<file path="src/rtl/decoder_pkg.sv">
// decoder_pkg: load/store size encodings shared with the decoder,
// plus the LSU FSM state type and byte-enable/alignment helpers.
package decoder_pkg;

  localparam logic [2:0] LDST_B  = 3'b000;
  localparam logic [2:0] LDST_H  = 3'b001;
  localparam logic [2:0] LDST_W  = 3'b010;
  localparam logic [2:0] LDST_BU = 3'b100;
  localparam logic [2:0] LDST_HU = 3'b101;

  typedef enum logic [1:0] {
    IDLE,
    FIRST_WAIT,
    SECOND,
    SECOND_WAIT
  } lsu_state_t;

  // Unshifted byte enables; reserved sizes act as word.
  function automatic logic [3:0] be_base(
    input logic [2:0] size
  );
    unique case (size)
      LDST_B, LDST_BU: be_base = 4'b0001;
      LDST_H, LDST_HU: be_base = 4'b0011;
      default:         be_base = 4'b1111;
    endcase
  endfunction

  // True when the access crosses a word boundary.
  function automatic logic is_misaligned(
    input logic [2:0] size,
    input logic [1:0] off
  );
    unique case (size)
      LDST_B, LDST_BU: is_misaligned = 1'b0;
      LDST_H, LDST_HU: is_misaligned = (off == 2'd3);
      default:         is_misaligned = (off != 2'd0);
    endcase
  endfunction

endpackage

</file>
<file path="src/rtl/lsu_rd_extract.sv">
// lsu_rd_extract: picks the addressed bytes out of a 64-bit window
// and sign/zero-extends them to 32 bits.
// Ports: off   - byte offset of the access inside the low word
//        size  - LDST_* size encoding
//        win   - {upper word, lower word} of read data
//        rd    - extended load result
module lsu_rd_extract
  import decoder_pkg::*;
(
  input  logic [1:0]  off,
  input  logic [2:0]  size,
  input  logic [63:0] win,
  output logic [31:0] rd
);

  logic [63:0] sh;
  logic [31:0] lane;

  always_comb begin
    sh   = win >> {off, 3'b000};
    lane = sh[31:0];
    unique case (size)
      LDST_B:  rd = {{24{lane[7]}}, lane[7:0]};
      LDST_BU: rd = {24'h0, lane[7:0]};
      LDST_H:  rd = {{16{lane[15]}}, lane[15:0]};
      LDST_HU: rd = {16'h0, lane[15:0]};
      default: rd = lane;
    endcase
  end

endmodule

</file>
<file path="src/rtl/lsu_split.sv">
// lsu_split: load/store unit in front of data_mem. Aligns core
// accesses to word transactions and splits word-crossing ones.
// Optional feature macro: LSU_MISALIGN_SPLIT_EN (split misaligned
// accesses; when undefined they are flagged and not issued).
// Ports: clk_i/rst_i       - clock, sync active-high reset
//        core_req_i..wd_i  - core request (held while stalled)
//        core_rd_o         - extended load result
//        core_stall_o      - core must hold its request
//        core_misalign_o   - misaligned access rejected
//        mem_*_o           - word-aligned memory request
//        mem_rd_i          - read data, one cycle after accept
//        mem_ready_i       - memory accepts request this cycle
module lsu_split
  import decoder_pkg::*;
#(
  parameter int ADDR_W = 32
) (
  input  logic              clk_i,
  input  logic              rst_i,
  input  logic              core_req_i,
  input  logic              core_we_i,
  input  logic [2:0]        core_size_i,
  input  logic [ADDR_W-1:0] core_addr_i,
  input  logic [31:0]       core_wd_i,
  output logic [31:0]       core_rd_o,
  output logic              core_stall_o,
  output logic              core_misalign_o,
  output logic              mem_req_o,
  output logic              mem_we_o,
  output logic [3:0]        mem_be_o,
  output logic [ADDR_W-1:0] mem_addr_o,
  output logic [31:0]       mem_wd_o,
  input  logic [31:0]       mem_rd_i,
  input  logic              mem_ready_i
);

`ifdef LSU_MISALIGN_SPLIT_EN
  localparam bit SPLIT_EN = 1'b1;
`else
  localparam bit SPLIT_EN = 1'b0;
`endif

  localparam logic [ADDR_W-1:0] WORD = ADDR_W'(4);

  lsu_state_t        state;
  lsu_state_t        state_nx;
  logic              rst_q;
  logic              quiet;
  logic [31:0]       lo_buf;
  logic              cap;
  logic [1:0]        off;
  logic              mis;
  logic [7:0]        be_sh;
  logic [63:0]       wd_sh;
  logic [ADDR_W-1:0] base_addr;
  logic [63:0]       win;

  assign off       = core_addr_i[1:0];
  assign mis       = is_misaligned(core_size_i, off);
  assign be_sh     = {4'b0000, be_base(core_size_i)} << off;
  assign wd_sh     = {core_wd_i, core_wd_i} << {off, 3'b000};
  assign base_addr = {core_addr_i[ADDR_W-1:2], 2'b00};
  assign mem_we_o  = core_we_i;

  // Outputs stay silent during reset and for one cycle after it,
  // even if the core still presents a request.
  assign quiet = rst_i | rst_q;

  always_comb begin
    state_nx        = state;
    mem_req_o       = 1'b0;
    mem_addr_o      = base_addr;
    mem_be_o        = be_sh[3:0];
    mem_wd_o        = wd_sh[31:0];
    core_stall_o    = 1'b0;
    core_misalign_o = 1'b0;
    cap             = 1'b0;
    unique case (state)
      IDLE: begin
        if (core_req_i) begin
          if (mis && !SPLIT_EN) begin
            core_misalign_o = 1'b1;
          end else begin
            mem_req_o    = 1'b1;
            core_stall_o = 1'b1;
            if (mem_ready_i) begin
              state_nx = FIRST_WAIT;
            end
          end
        end
      end
      FIRST_WAIT: begin
        if (mis && SPLIT_EN) begin
          core_stall_o = 1'b1;
          cap          = 1'b1;
          state_nx     = SECOND;
        end else begin
          state_nx = IDLE;
        end
      end
      SECOND: begin
        mem_req_o    = 1'b1;
        mem_addr_o   = base_addr + WORD;
        mem_be_o     = be_sh[7:4];
        mem_wd_o     = wd_sh[63:32];
        core_stall_o = 1'b1;
        if (mem_ready_i) begin
          state_nx = SECOND_WAIT;
        end
      end
      SECOND_WAIT: begin
        state_nx = IDLE;
      end
      default: begin
        state_nx = IDLE;
      end
    endcase
    if (quiet) begin
      mem_req_o       = 1'b0;
      core_stall_o    = 1'b0;
      core_misalign_o = 1'b0;
      cap             = 1'b0;
      state_nx        = IDLE;
    end
  end

  always_ff @(posedge clk_i) begin
    if (rst_i) begin
      state  <= IDLE;
      rst_q  <= 1'b1;
      lo_buf <= 32'h0;
    end else begin
      state <= state_nx;
      rst_q <= 1'b0;
      if (cap) begin
        lo_buf <= mem_rd_i;
      end
    end
  end

  // Split reads see {second word, first word}; aligned reads
  // only ever touch the low word of the window.
  assign win = (state == SECOND_WAIT) ?
               {mem_rd_i, lo_buf} :
               {32'h0, mem_rd_i};

  lsu_rd_extract u_ext (
    .off  (off),
    .size (core_size_i),
    .win  (win),
    .rd   (core_rd_o)
  );

endmodule

</file>
<file path="config.mk">
export PLATFORM = sky130hd
export DESIGN_NAME = lsu_split
export DESIGN_NICKNAME = d
export VERILOG_FILES = /design/src/rtl/decoder_pkg.sv /design/src/rtl/lsu_rd_extract.sv /design/src/rtl/lsu_split.sv
export SDC_FILE = /design/constraint.sdc
export NUM_CORES = 1
export LEC_CHECK = 0
export ABC_AREA = 1
export BUFFER_PORTS_ARGS = -buffer_cell sky130_fd_sc_hd__buf_4
export CORE_MARGIN = 2
export CORE_UTILIZATION = 50
export CTS_CLUSTER_SIZE = 10
export DETAILED_ROUTE_END_ITERATION = 12
export GPL_TIMING_DRIVEN = 0
export PLACE_DENSITY = 0.89
export REMOVE_ABC_BUFFERS = 1
export SYNTH_ARGS = -nofsm -noshare
export SYNTH_HDL_FRONTEND = slang
export SYNTH_HIERARCHICAL = 1
export SYNTH_SLANG_ARGS = --single-unit
</file>
<file path="constraint.sdc">
create_clock -name clk_i -period 5.4 [get_ports clk_i]
set_input_delay 0.54 -clock clk_i [delete_from_list [all_inputs] [get_ports clk_i]]
set_output_delay 0.54 -clock clk_i [all_outputs]
set_load 0.02 [all_outputs]
</file>
==> summary.txt, run 1 <==
# clock sinks: 3
Die X: 88.9 um
Worst-path cell chain: nand2_1 -> inv_1 -> nor2_1 -> nand2_1 -> nand3_2 -> nand3_2 -> nand3_1 -> buf_4
Post-DP HPWL: 10100 um
# DRC: 0
Syn Area/Cell: 5.14 um2
Clk pin slew, worst setup/hold paths: 0.03 ns
Worst vdd ir: 0.0509 mV
Min Tclk post-route: 4.10 ns
Die area: 7900 um2
Hold buffer count at CTS: 0
Sequential Area: 60.1 um2
Overall power: 512 uW
DR pass1 iterations: 5
Final setup vio count: 0
RSZ-0062 raised after global routing: false
Max-Cap Viols: 0
IO buf count: 203
Fin. Hold Viols: 0
Worst-Margin Slew: 1.04 ns
Crit Path Class: register to output port
Critical path arrival: 3.56 ns
Slew headroom: 30.3%
Area of the multi-input gates: 2910 um2
Post-CTS Setup Repair Bufs: 0
Longest Clk Path Bufs: 2
Gpl congestion: 0.907
Power density over the cells: 103 nW/um2
Critical-path maximum fanout: 32
Overflow after GRT: 0
Final TNS setup: 0 ns
Starting Density: 52.4%
Initial antenna violation count: 0
Vias in the first global route: 4698
Total routed wirelength: 13100 um
Number of diodes: 0
Routed Antenna Nets: 0
Largest net degree at the start of global routing: 117
Syn Std Cell Area: 3600 um2
Die Ht: 88.9 um
Total track usage: 30.9%
Max incr delay on CP: 0.73 ns
Yosys warnings: 6
Nets: 972
WP data required: 4.86 ns
Status: complete, no violations
Post-cts resize count: 0
CTS tree: yes
Vias: 5221
Hold Crit Class: input port to register
Crit start category: register
Crit-path slowest cell: inv_1
Pleak: 2.77 nW
Final slew viol count: 0
Dpl ws: 1.62 ns
Clk_lat worst skew: 0.21 ns
Boundary Pins: 208
Share of post-route cells with drive strength above 1: 29.7%
Num CTS Buffers: 3
Clock root buffer master: clkbuf_8
1st-iter DRT viols: 448
Site Rows: 30
Via density: 5.43
First-pass GRT wire length: 20300 um
CP endpoint kind: output port
Highest clock rate: 0.244 GHz
Area of the core: 6870 um2
Fill cells: 641
Area growth syn-to-layout: 38.5%
WL/cell: 13.6 um
Post-Synthesis Cells: 701
Crit share post-route: 75.9%
Final WS setup: 1.30 ns
Number of H-tree levels: 1
Final clock skew: 0.000770 ns
==> cells in the final DEF, fill, tap and decap left out, types with 4 or more instances in the layout <==
cell type    n
nand2_1    209
buf_4      203
nand3_1    105
nor2_1      88
inv_1       84
o21ai_0     31
nand3_2     14
xor2_1      13
nand2_2     12
mux2i_1     11
o22ai_1     10
nand4_1      9
nor3_1       8
a21oi_1      8
xnor2_1      7
a32oi_1      7
o221ai_1     6
inv_2        5
nand3_4      5
nor2_4       4
==> worst max-delay path, delay by kind of cell (launching register included) <==
kind | cells | cell delay, ns
buf+inv | 2 | 0.90
simple gates | 6 | 2.05
flops | 1 | 0.37
==> stage by stage <==
step / utilization (%) / hold slack (ns) / cells / instance area [um2]
after CTS: 72.6 / 0.443 / 962 / 4990
after global placement: 72.0 / 0.496 / 958 / 4940
after global routing: 72.6 / 0.446 / 962 / 4990
final: 72.6 / 0.444 / 962 / 4990
after floorplan: - / 0.476 / 659 / 3300
after detailed placement: 72.0 / 0.510 / 958 / 4940
==> flip-flops by register name (all words and copies together) (netlist names) <==
register  count
state         2
rst_q         1
==> final timing paths <==
kind	startpoint	to	cells after the start	slack, ns
worst max-delay path	state[0]$_SDFFE_PP0P_	core_rd_o[28]	8	1.30
worst max register to register	state[0]$_SDFFE_PP0P_	state[1]$_SDFFE_PP0P_	3	4.48
worst min-delay path	rst_i	rst_q$_DFF_P_	1	0.44
worst min register to register	rst_q$_DFF_P_	state[1]$_SDFFE_PP0P_	3	0.51
==> routing by layer <==
layer	part of all wire, %	GRT usage [%]	vias to the layer above	wire, um
met1	39	38.1	2302	5030
met4	2.6	9.09	0	344
met2	49	54.9	300	6350
li1	-	-	2587	-
met3	10	5.13	32	1340
met5	0	0	-	0
==> power by group <==
| part | switching [mW] | internal [mW] |
|---|---|---|
| logic | 0.247 | 0.178 |
| registers | 0.000394 | 0.0229 |
| clock network | 0.0136 | 0.0502 |
| total | 0.261 | 0.251 |
==> cell type report <==
cell class	instances	area share, %
Clock buffer	4	0.903
Sequential cell	3	1.20
Tap cell	96	2.41
Inverter	89	6.70
Multi-Input combinational cell	567	58.2
Timing Repair Buffer	203	30.5
(Power assumes the default switching activity.)
==> run 2: changes to the inputs <==
Settings changed: CORE_UTILIZATION 50 to 46, PLACE_DENSITY 0.89 to 0.82.
Clock period 5.4 ns to 4.2 ns, I/O delays scaled along.
==> run 2 against run 1 <==
Against the previous run: setup slack worse by 1.0 ns; register-to-register slack worse by 1.2 ns; routed wire length down 2.1%; utilization down 7.3 points; non-clock buffer count unchanged; hold slack worse by 0.12 ns; critical path depth unchanged; sequential power up 29%; critical path type unchanged; highest routed layer unchanged.
==> summary.txt, run 2 (same netlist as run 1, synthesis figures left out) <==
Status: complete, no violations
Most common cell after layout, fill and taps aside: nand2_1
Crit start category: register
Crit Path Class: register to output port
IO buf count: 203
Post-cts resize count: 0
Site Rows: 32
WL/cell: 13.2 um
Clk_lat worst skew: 0.21 ns
Hold buffer count at CTS: 0
Slew headroom: 32.8%
Vias in the first global route: 4654
Worst vdd ir: 0.0608 mV
Worst R2R Start: state[0]$_SDFFE_PP0P_
Hold Path End: rst_q$_DFF_P_
Area of the core: 7650 um2
Share of post-route cells with drive strength above 1: 29.7%
Clock root buffer master: clkbuf_8
Cell Area, Placed: 4950 um2
Post-CTS Setup Repair Bufs: 0
Fin area: 5000 um2
Vias: 5122
Max incr delay on CP: 0.71 ns
Post-DP HPWL: 9860 um
DR pass1 iterations: 5
Final setup vio count: 0
RSZ-0062 raised after global routing: false
Number of diodes: 0
Die Ht: 92.5 um
Critical path arrival: 3.50 ns
Dpl cells: 964
Worst-path cell chain: nand2_1 -> inv_1 -> nor2_1 -> nand2_1 -> nand3_2 -> nand3_2 -> nand3_1 -> buf_4
Final clock skew: 0.000158 ns
Largest net degree at the start of global routing: 117
Dpl ws: 0.536 ns
Total track usage: 28.0%
# clock sinks: 3
CP endpoint kind: output port
Nets: 972
Fin. Hold Viols: 0
Final WS setup: 0.284 ns
Hold_sp: rst_i
Fill cells: 747
Hold_ws: 0.320 ns
Longest Clk Path Bufs: 2
Crit share post-route: 93.2%
Num CTS Buffers: 3
Hold Crit Class: input port to register
Critical-path maximum fanout: 32
Die X: 92.5 um
Final TNS setup: 0 ns
Routed Antenna Nets: 0
Max-Cap Viols: 0
Min Tclk post-route: 3.92 ns
Area growth syn-to-layout: 38.7%
Pleak: 2.77 nW
Boundary Pins: 208
Hold Path Stages: 1
Crit-path slowest cell: inv_1
Largest Register: state
Overall power: 654 uW
Initial antenna violation count: 0
Post-Layout Cell Count: 968
Via density: 5.29
R2R cell count: 3
Overflow after GRT: 0
Gpl congestion: 0.924
Starting Density: 47.1%
1st-iter DRT viols: 361
Die area: 8550 um2
Clk pin slew, worst setup/hold paths: 0.03 ns
Power density over the cells: 131 nW/um2
Final core utilization: 65.3%
Total routed wirelength: 12800 um
Final slew viol count: 0
First-pass GRT wire length: 20500 um
Reg2Reg Setup Slack: 3.28 ns
Most frequent cells in the layout: nand2_1, buf_4, nand3_1
Number of H-tree levels: 1
Top Registers: state: 2 flops, rst_q: 1 flops
Highest clock rate: 0.255 GHz
Max FFs per register: 2
# DRC: 0
R2r endpoint: state[1]$_SDFFE_PP0P_
Worst-Margin Slew: 1.01 ns
WP data required: 3.78 ns
CTS tree: yes
run 2: cell counts in the layout (fill, tap and decap cells not counted):
No cell type changed its count.
run 2: report_power, final:
group	total [mW]	internal, mW	switching, mW
logic	0.542	0.229	0.313
registers	0.0300	0.0294	0.000559
clock network	0.0823	0.0646	0.0177
run 2: area by class of cell:
class | count | area [um2] | area share (%)
timing repair buffer | 203 | 1520 | 30.5
tap | 102 | 128 | 2.55
sequential | 3 | 60.1 | 1.20
multi-input combinational | 567 | 2910 | 58.2
inverter | 89 | 334 | 6.69
clock buffer | 4 | 45.0 | 0.902
run 2: critical path, delay by kind of cell (launching register included):
family        cells  cell delay [ns]
simple gates      6             2.01
flops             1             0.37
buf+inv           2             0.88
run 2: worst max path at each step:
| stage | endpoint | slack [ns] | from |
|---|---|---|---|
| 2_1_floorplan | core_rd_o[19] | 1.37 | state[0]$_SDFFE_PP0P_ |
| 3_3_place_gp | core_rd_o[21] | 0.57 | state[0]$_SDFFE_PP0P_ |
| 3_5_place_dp | core_rd_o[28] | 0.54 | state[0]$_SDFFE_PP0P_ |
| 4_1_cts | core_rd_o[28] | 0.31 | state[0]$_SDFFE_PP0P_ |
| 5_1_grt | core_rd_o[19] | 0.02 | state[0]$_SDFFE_PP0P_ |
| 6_report | core_rd_o[28] | 0.28 | state[0]$_SDFFE_PP0P_ |
run 2: metal layers:
layer / track usage (%) / up-vias / share of wire, % / wire, um
li1: - / 2593 / - / -
met1: 34.1 / 2274 / 39 / 5030
met2: 50.7 / 230 / 49 / 6280
met3: 4.48 / 25 / 9.3 / 1190
met4: 7.21 / 0 / 2.2 / 287
met5: 0 / - / 0 / 0
